`config.mk`:
```
export PLATFORM = sky130hd
export DESIGN_NAME = lfsr_arbiter
export DESIGN_NICKNAME = d
export VERILOG_FILES = /design/src/rtl/lfsr_arbiter.sv
export SDC_FILE = /design/constraint.sdc
export NUM_CORES = 1
export LEC_CHECK = 0
export BUFFER_PORTS_ARGS = -buffer_cell sky130_fd_sc_hd__clkbuf_2
export CORE_MARGIN = 5
export CORE_UTILIZATION = 50
export CTS_CLUSTER_DIAMETER = 120
export CTS_CLUSTER_SIZE = 12
export DETAILED_ROUTE_END_ITERATION = 7
export GPL_ROUTABILITY_DRIVEN = 0
export GPL_TIMING_DRIVEN = 0
export PLACE_DENSITY = 0.89
export SYNTH_ARGS = -nofsm -noshare
export SYNTH_HDL_FRONTEND = slang
export SYNTH_SLANG_ARGS = --single-unit
```
`constraint.sdc`:
```
create_clock -name clk -period 2.88 [get_ports clk]
set_input_delay 0.144 -clock clk [delete_from_list [all_inputs] [get_ports clk]]
set_output_delay 0.144 -clock clk [all_outputs]
set_load 0.02 [all_outputs]
```
`src/rtl/lfsr_arbiter.sv`:
```
// lfsr_arbiter
//   Round-robin arbiter that shares one external N-bit LFSR between R
//   requesters. The winner's seed is loaded into the LFSR and len
//   consecutive LFSR words are streamed back, tagged with the winner's id.
//
// Ports
//   clk            rising-edge clock
//   reset          asynchronous, active-low reset
//   req            per-requester request level
//   req_seed       seeds, requester i at [i*N +: N]
//   req_len        word counts, requester i at [i*LW +: LW]
//   grant          one-hot acceptance pulse (LOAD cycle)
//   lfsr_load_seed load strobe to the LFSR (LOAD cycle)
//   lfsr_seed_data seed to the LFSR, holds the captured seed otherwise
//   lfsr_data      current LFSR word
//   out_valid      output word valid
//   out_data       LFSR word gated by out_valid
//   out_id         id of the requester being served
//   out_last       final word of a burst
//   busy           high in LOAD and STREAM
module lfsr_arbiter #(
    parameter int N  = 4,
    parameter int R  = 4,
    parameter int LW = 4
) (
    input  logic                 clk,
    input  logic                 reset,
    input  logic [R-1:0]         req,
    input  logic [R*N-1:0]       req_seed,
    input  logic [R*LW-1:0]      req_len,
    output logic [R-1:0]         grant,
    output logic                 lfsr_load_seed,
    output logic [N-1:0]         lfsr_seed_data,
    input  logic [N-1:0]         lfsr_data,
    output logic                 out_valid,
    output logic [N-1:0]         out_data,
    output logic [$clog2(R)-1:0] out_id,
    output logic                 out_last,
    output logic                 busy
);

    localparam int          IW  = $clog2(R);
    localparam int unsigned RU  = R;
    localparam logic [IW:0] R_W = (IW+1)'(R);

    typedef enum logic [1:0] {
        IDLE,
        LOAD,
        STREAM
    } state_t;

    state_t         state;
    logic [IW-1:0]  ptr;
    logic [IW-1:0]  id_r;
    logic [N-1:0]   seed_r;
    logic [LW-1:0]  len_r;
    logic [LW-1:0]  remaining;

    logic           win_any;
    logic [IW-1:0]  win_idx;
    logic [IW:0]    cand;

    // Scan upward from ptr+1 (mod R); the first set request wins, so the
    // previous winner (ptr itself) is examined last.
    always_comb begin
        win_any = 1'b0;
        win_idx = '0;
        cand    = '0;
        for (int unsigned i = 1; i <= RU; i++) begin
            cand = {1'b0, ptr} + (IW+1)'(i);
            if (cand >= R_W)
                cand = cand - R_W;
            if (!win_any && req[cand[IW-1:0]]) begin
                win_any = 1'b1;
                win_idx = cand[IW-1:0];
            end
        end
    end

    always_ff @(posedge clk or negedge reset) begin
        if (!reset) begin
            state          <= IDLE;
            ptr            <= IW'(R-1);
            id_r           <= '0;
            seed_r         <= '0;
            len_r          <= '0;
            remaining      <= '0;
            grant          <= '0;
            lfsr_load_seed <= 1'b0;
            out_valid      <= 1'b0;
            out_last       <= 1'b0;
            busy           <= 1'b0;
        end else begin
            case (state)
                IDLE: begin
                    if (win_any) begin
                        state          <= LOAD;
                        seed_r         <= req_seed[win_idx*N +: N];
                        len_r          <= req_len[win_idx*LW +: LW];
                        id_r           <= win_idx;
                        ptr            <= win_idx;
                        grant          <= '0;
                        grant[win_idx] <= 1'b1;
                        lfsr_load_seed <= 1'b1;
                        busy           <= 1'b1;
                    end
                end
                LOAD: begin
                    grant          <= '0;
                    lfsr_load_seed <= 1'b0;
                    if (len_r != '0) begin
                        state     <= STREAM;
                        remaining <= len_r;
                        out_valid <= 1'b1;
                        out_last  <= (len_r == LW'(1));
                    end else begin
                        state <= IDLE;
                        busy  <= 1'b0;
                    end
                end
                STREAM: begin
                    if (remaining == LW'(1)) begin
                        state     <= IDLE;
                        remaining <= '0;
                        out_valid <= 1'b0;
                        out_last  <= 1'b0;
                        busy      <= 1'b0;
                    end else begin
                        remaining <= remaining - LW'(1);
                        // out_last is registered, so it is raised one count early.
                        out_last  <= (remaining == LW'(2));
                    end
                end
                default: state <= IDLE;
            endcase
        end
    end

    assign lfsr_seed_data = seed_r;
    assign out_id         = id_r;
    assign out_data       = out_valid ? lfsr_data : '0;

endmodule

```
==> out/results.txt, run 1 <==
HPWL after detailed placement -> 3090 um
Hold Buf Count CTS -> 1
Pwr Density -> 1020 nW/um2
Period minus WS final -> 2180 ps
Port-buffer cells -> 59
DP Area -> 1970 um2
Async S/R FF share, synth -> 1.00
RSZ-0062 raised after global routing -> false
Slew Limit Fails -> 0
Final Skew -> 8.89 ps
GR peak layer -> met2
IO Count -> 60
Inserted Diodes -> 0
share of cells above drive strength 1 -> 0.293
Yosys reg bits -> 26
area of the core -> 3080 um2
syn_nets -> 232
CTS Sinks -> 26
H-Tree Depth -> 1
number of enable flip-flop cells after synthesis -> 0
Initial Util -> 0.525
Via density -> 5.40
end point of the critical path -> grant[1]
Worst Setup Slack post-DPL -> 756 ps
Yosys warnings -> 0
grt ovf -> 0
Die X -> 66.9 um
Die Ht -> 66.9 um
via count -> 1567
R2R depth -> 7
Main synth FF type -> dfrtp_1
first-pass GRT wire length -> 7010 um
Die ar. -> 4470 um2
Arr. time, crit path -> 2440 ps
fmax -> 459 MHz
WHS -> 118 ps
Slew HR -> 0.560
Post-Syn Area -> 1620 um2
CTS root buffer -> clkbuf_4
Total Power -> 2040 uW
Setup crit start -> state[0]
iteration count of the initial detailed-routing pass -> 4
CTS-repair resized insts -> 0
post-route ant nets -> 0
reg-to-reg endpoint -> grant[1]
DRC -> 0
TritonCTS Buffers -> 3
cell area after layout -> 2010 um2
Hold Crit Class -> in -> reg
CTS tree -> done
final worst-path cycle share -> 0.757
setup violation total in the final timing report -> 0
final setup margin -> 700 ps
Netlist cell types -> 32
VDD IR max -> 0.506 mV
GR Util met1 -> 0.234
TNS Setup -> 0 ps
Initial DRC Count -> 53
WS Path Type -> reg -> reg
grt met2 use -> 0.360
pin count of the biggest net entering global routing -> 27
Syn-to-layout area delta -> 24.5%
initial antenna violation count -> 0
Req. time, crit path -> 3140 ps
Mapped Cells -> 182
GRT Total Usage -> 0.201
wire length per cell -> 13.6 um
worst reg-to-reg setup slack -> 700 ps
crit start category -> flip-flop
Lkg Pwr -> 0.00102 uW
fillers -> 256
Max FO, Critical Path -> 10
Final Net Count -> 297
Worst Tran Pin Value -> 660 ps
Mapped Avg Cell Area -> 8.88 um2
met3 Track Usage GR -> 0.0455
clock latency on the worst-skew pair -> 330 ps
Max clock buf depth -> 2
Fin. Hold Viols -> 0
row count -> 20
setup bufs post-CTS -> 0
clock transition at the registers of the reported paths -> 150 ps
outcome -> completed
sequential area share after synthesis -> 0.404
vias in the first global route -> 1656
CP Capture Type -> flip-flop
total wire length -> 3940 um
MaxCap Viol Count -> 0
Crit Reg-Reg Startpoint -> state[0]
==> worst max-delay path: stages (launching register included) <==
cell and delay [ps]:
dfrtp_1 430, inv_1 130, ha_1 240, inv_1 90
a21oi_1 430, a21boi_2 520, nand2_1 100, o21ai_0 170
==> synthesized netlist by cell type (2+ instances only) <==
cell       instances  area, um2
nor2_1            18       67.6
nand2_1           14       52.6
a31oi_1            3       18.8
and2_1             4       25.0
mux2i_1           10        100
ha_1               8        100
o21ai_0           19       95.1
buf_6              2       22.5
a211oi_1          24        180
nor4_1             4       25.0
dfrtp_1           24        601
dfstp_2            2       52.6
nor2b_1            2       12.5
clkbuf_1           3       11.3
inv_1             21       78.8
a21oi_1            7       35.0
a2bb2oi_1          2       17.5
==> state kept, by name, summed over array words and instances (netlist names) <==
name / cells
out_last: 1
grant: 4
lfsr_load_seed: 1
busy: 1
ptr: 2
lfsr_seed_data: 4
remaining: 4
out_valid: 1
out_id: 2
state: 2
len_r: 4
==> layer usage <==
layer  wire [um]  part of all wire
met2        1980              0.50
met4          23            0.0058
met1        1690              0.43
met3         249             0.063
met5           0                 0
==> final cells by class <==
type / count / area, um2 / area share
inverters: 22 / 82.6 / 0.0410
multi-input cells: 127 / 838 / 0.416
flip-flops and latches: 26 / 653 / 0.324
repair buffers: 60 / 305 / 0.152
plain buffers: 7 / 42.5 / 0.0211
clock buffers: 4 / 36.3 / 0.0180
well taps: 44 / 55.1 / 0.0273
==> per-stage QoR <==
stage / cells / utilization
detailed placement: 285 / 0.639
global placement: 285 / 0.639
global route: 290 / 0.654
CTS: 290 / 0.654
finish: 290 / 0.654
floorplan: 182 / -
==> placed cells by master, fill, tap and decap left out, drive strengths merged <==
cell | Yosys | routed
dlygate4sd3 | 0 | 1
a21o | 1 | 1
a31oi | 3 | 3
ha | 8 | 8
nand3 | 1 | 1
mux2i | 10 | 10
a21boi | 1 | 1
inv | 21 | 21
dfrtp | 24 | 24
nor4 | 4 | 4
a211oi | 24 | 24
clkbuf | 3 | 66
and3 | 1 | 1
dfstp | 2 | 2
a2bb2oi | 2 | 2
and2 | 4 | 4
buf | 4 | 4
o32a | 1 | 1
nand2 | 14 | 14
a22oi | 1 | 1
o21ai | 20 | 20
o22ai | 1 | 1
a32oi | 1 | 1
nor2b | 2 | 2
nand2b | 1 | 1
a221oi | 1 | 1
nor2 | 18 | 18
clkinv | 1 | 1
a21oi | 8 | 8
==> report_power, final <==
part	internal, uW	total (uW)	switching [uW]
sequential	560	710	150
clock	77.4	188	111
combinational	435	1150	712
total	1070	2040	972
==> worst min path at each step <==
stage,cells after the start,to,startpoint,slack (ps)
finish,3,len_r[0],req_len[4],120
global placement,1,state[0],reset,200
global route,3,len_r[1],req_len[5],100
floorplan,0,busy,reset,-150
detailed placement,1,remaining[2],reset,190
CTS,3,lfsr_seed_data[1],req_seed[5],110
==> kinds of logic (layout without fill, tap and decap cells) <==
logic type               count (synthesis)  count (layout)  share of synthesized area
AND/OR/NAND/NOR                         45              45                      0.124
AO/OA/AOI/OAI                           64              64                      0.271
adder cells (fa/ha/maj)                  8               8                     0.0619
flip-flops                              26              26                      0.404
multiplexers                            10              10                     0.0619
buffers and inverters                   29              93                     0.0774
Power figures use the tool's default switching activity.
==> run 2, diff against run 1 <==
ABC_AREA = 1   (was default)
CORE_UTILIZATION = 46   (was 50)
PLACE_DENSITY = 0.85   (was 0.89)
clock period = 1.8 ns   (was 2.88 ns; I/O delays follow)
==> run 2 against run 1 <==
The run now ends with setup timing left. Sequential power increased by 52%. Total power grew to 3.0 times the previous value. Flip-flop and latch count did not move. Sequential share of layout area shrank 6.7 points. Final cell count is 39% higher. Maximum frequency rose by 5.7%. Clock skew fell by 5.2 ps. Synthesized cell count grew 53%. Largest power group unchanged. Highest routed layer unchanged.
==> out/results.txt, run 2 <==
Seq pwr share -> 0.175 (-0.172)
final setup margin -> -262 ps (-962 ps)
GR Util met1 -> 0.229 (-0.00503)
final worst-path cycle share -> 1.15 (+0.388)
outcome -> complete, but fails checks
CP Capture Type -> flip-flop
part of the power in combinational logic -> 0.770 (+0.209)
GRT Total Usage -> 0.192 (-0.00947)
Final Skew -> 3.68 ps (-5.21 ps)
Yosys top cell by area -> dfrtp_1
CTS root buffer -> clkbuf_8
Worst Setup Slack post-DPL -> -240 ps (-996 ps)
Synth area leaders -> dfrtp_1 (33%), nand2_1 (29%), inv_1 (5.8%), nand3_1 (5.8%), ha_1 (5.5%)
Slew Limit Fails -> 0 (unchanged)
Hold Crit Class -> in -> reg
Net Sw Frac -> 0.527 (+0.0512)
share of cells above drive strength 1 -> 0.376 (+0.0830)
Fin. Hold Viols -> 0 (unchanged)
Die Ht -> 73.0 um (+9.2%)
wire length per cell -> 13.6 um (about the same)
H-Tree Depth -> 1 (unchanged)
Yosys reg bits -> 26 (unchanged)
Via density -> 5.22 (-3.5%)
Total Power -> 6160 uW (+200%)
Final Net Count -> 405 (+36%)
Netlist cell types -> 28 (-13%)
Worst Tran Pin Value -> 637 ps (-23.4 ps)
Lkg Pwr -> 0.00147 uW (+44%)
Arr. time, crit path -> 2230 ps (-210 ps)
grt ovf -> 0 (unchanged)
crit start category -> flip-flop
leading cell types in the layout, fill and taps excluded -> nand2_1 (110), clkbuf_2 (59), nand2_2 (24), dfrtp_1 (24), inv_1 (23)
Slew HR -> 0.576 (+0.0156)
Post-Syn Area -> 1830 um2 (+13%)
CTS Sinks -> 26 (unchanged)
number of enable flip-flop cells after synthesis -> 0 (unchanged)
CTS tree -> done
clock latency on the worst-skew pair -> 270 ps (-60 ps)
Mapped Avg Cell Area -> 6.54 um2 (-26%)
first-pass GRT wire length -> 8210 um (+17%)
Req. time, crit path -> 1970 ps (-1170 ps)
Port-buffer cells -> 59 (unchanged)
Syn-to-layout area delta -> 38.8%
MaxCap Viol Count -> 0 (unchanged)
TNS Setup -> -2140 ps (-2140 ps)
placed cell count -> 386 (+35%)
post-route ant nets -> 0 (unchanged)
sequential area share after synthesis -> 0.358 (-0.0462)
met3 Track Usage GR -> 0.0220 (-0.0235)
Die ar. -> 5330 um2 (+19%)
Max FO, Critical Path -> 5 (-5)
Pwr Density -> 2430 nW/um2 (+140%)
DRC -> 0 (unchanged)
Inserted Diodes -> 0 (unchanged)
vias in the first global route -> 1925 (+16%)
Max clock buf depth -> 2 (unchanged)
syn_nets -> 329 (+42%)
clock transition at the registers of the reported paths -> 90 ps (-60 ps)
initial antenna violation count -> 0 (unchanged)
TritonCTS Buffers -> 3 (unchanged)
Clock Power Share -> 0.055 (-0.037)
Die X -> 73.0 um (+9.2%)
iteration count of the initial detailed-routing pass -> 4 (unchanged)
internal power -> 2920 uW (+170%)
Commonest cells post-synth -> nand2_1 (140), inv_1 (28), dfrtp_1 (24)
Main synth FF type -> dfrtp_1
most common cell after layout, fill and taps aside -> nand2_1
VDD IR max -> 1.48 mV (+190%)
grt met2 use -> 0.353 (-0.00762)
top-count cell post-synth -> nand2_1
Async S/R FF share, synth -> 1.00 (unchanged)
Synth top area share -> 0.329 (-0.0425)
IO Count -> 60 (unchanged)
Yosys warnings -> 0 (unchanged)
GR peak layer -> met2
row count -> 22 (+10%)
total wire length -> 5460 um (+38%)
WS Path Type -> reg -> reg
Initial DRC Count -> 148 (+180%)
Initial Util -> 0.488 (-0.0376)
fmax -> 485 MHz (+5.7%)
via count -> 2097 (+34%)
RSZ-0062 raised after global routing -> true
area of the core -> 3740 um2 (+22%)
Mapped Cells -> 279 (+53%)
failing checks -> setup timing
HPWL after detailed placement -> 3490 um (+13%)
setup violation total in the final timing report -> 17 (+17)
post-route insts no fill -> 402 (+39%)
Psw -> 3250 uW (+230%)
pin count of the biggest net entering global routing -> 27 (unchanged)
Period minus WS final -> 2060 ps (-118 ps)
run 2: cell types whose count changed in the layout (fill, tap and decap cells not counted), moves of 6 or more:
cell,previous run,this run
a211oi_1,24,1
buf_4,0,8
buf_6,2,9
inv_2,0,6
mux2i_1,10,0
nand2_1,14,110
nand2_2,0,24
nand2_4,0,12
nand3_1,1,21
nor2_1,18,5
o21ai_0,19,6
run 2: final timing paths:
path,from,depth (start not counted),to,slack [ps]
setup reg to reg,ptr[0],17,len_r[0],-260
max in group asynchronous,reset,2,out_valid,1020
min in group asynchronous,reset,2,busy,370
setup / recovery,ptr[0],17,len_r[0],-260
hold reg to reg,out_id[0],2,out_id[0],480
hold / removal,req_seed[14],7,lfsr_seed_data[2],190
run 2: final cells by class:
type	instances	area, um2
Fill cell	317	1210
Multi-Input combinational cell	214	1150
Sequential cell	26	653
Timing Repair Buffer	72	428
Inverter	30	115
Buffer	8	83.8
Tap cell	48	60.1
Clock buffer	4	45.0
run 2: kinds of logic (layout without fill, tap and decap cells):
logic type,Yosys count,count (layout),synth area share
compound gates,27,27,0.0850
xor+xnor,1,1,0.00480
fa+ha+maj,8,8,0.0548
buf+inv,39,114,0.0939
flops,26,26,0.358
simple gates,178,178,0.404
run 2: metal layers:
metal | wire [um] | part of all wire
met4 | 157 | 0.029
met2 | 2850 | 0.52
met5 | 0 | 0
met1 | 2060 | 0.38
met3 | 395 | 0.072
run 2: per-stage QoR:
step                area [um2]  hold WS, ps   util
floorplan                 1830         -206      -
global placement          2180          139  0.583
detailed placement        2180          140  0.583
CTS                       2390          194  0.640
global route              2530          234  0.677
finish                    2530          194  0.677
run 2: repair_timing:
| action | in CTS | in global routing |
|---|---|---|
| pin swaps | 8 | 12 |
| setup endpoints to repair | 20 | 21 |
| gates cloned | 2 | 1 |
| buffers inserted | 7 | 2 |
| resized for setup | 35 | 38 |
| hold buffers | 1 | 0 |
| hold endpoints to repair | 24 | 0 |
run 2: power groups by stage:
stage	combinational (uW)	sequential, uW	clock, uW
floorplan	2560	1210	0
global placement	3410	1080	0
detailed placement	3500	1090	0
CTS	4070	1060	339
global route	5220	1110	364
finish	4750	1080	339
run 2: critical path: stages, from the launching register on:
cell and delay (ps):
dfstp_2 590, buf_6 150, nand2_2 50, nand2_2 90, nand2_2 80, nand2_4 80
nand2_2 60, nand2_2 100, nor2_2 60, nand2_4 90, nand2_4 80, buf_6 150
nand2_2 50, nand2_1 70, nand2_1 100, nand2_1 70, nand2_1 60, nand2_1 40
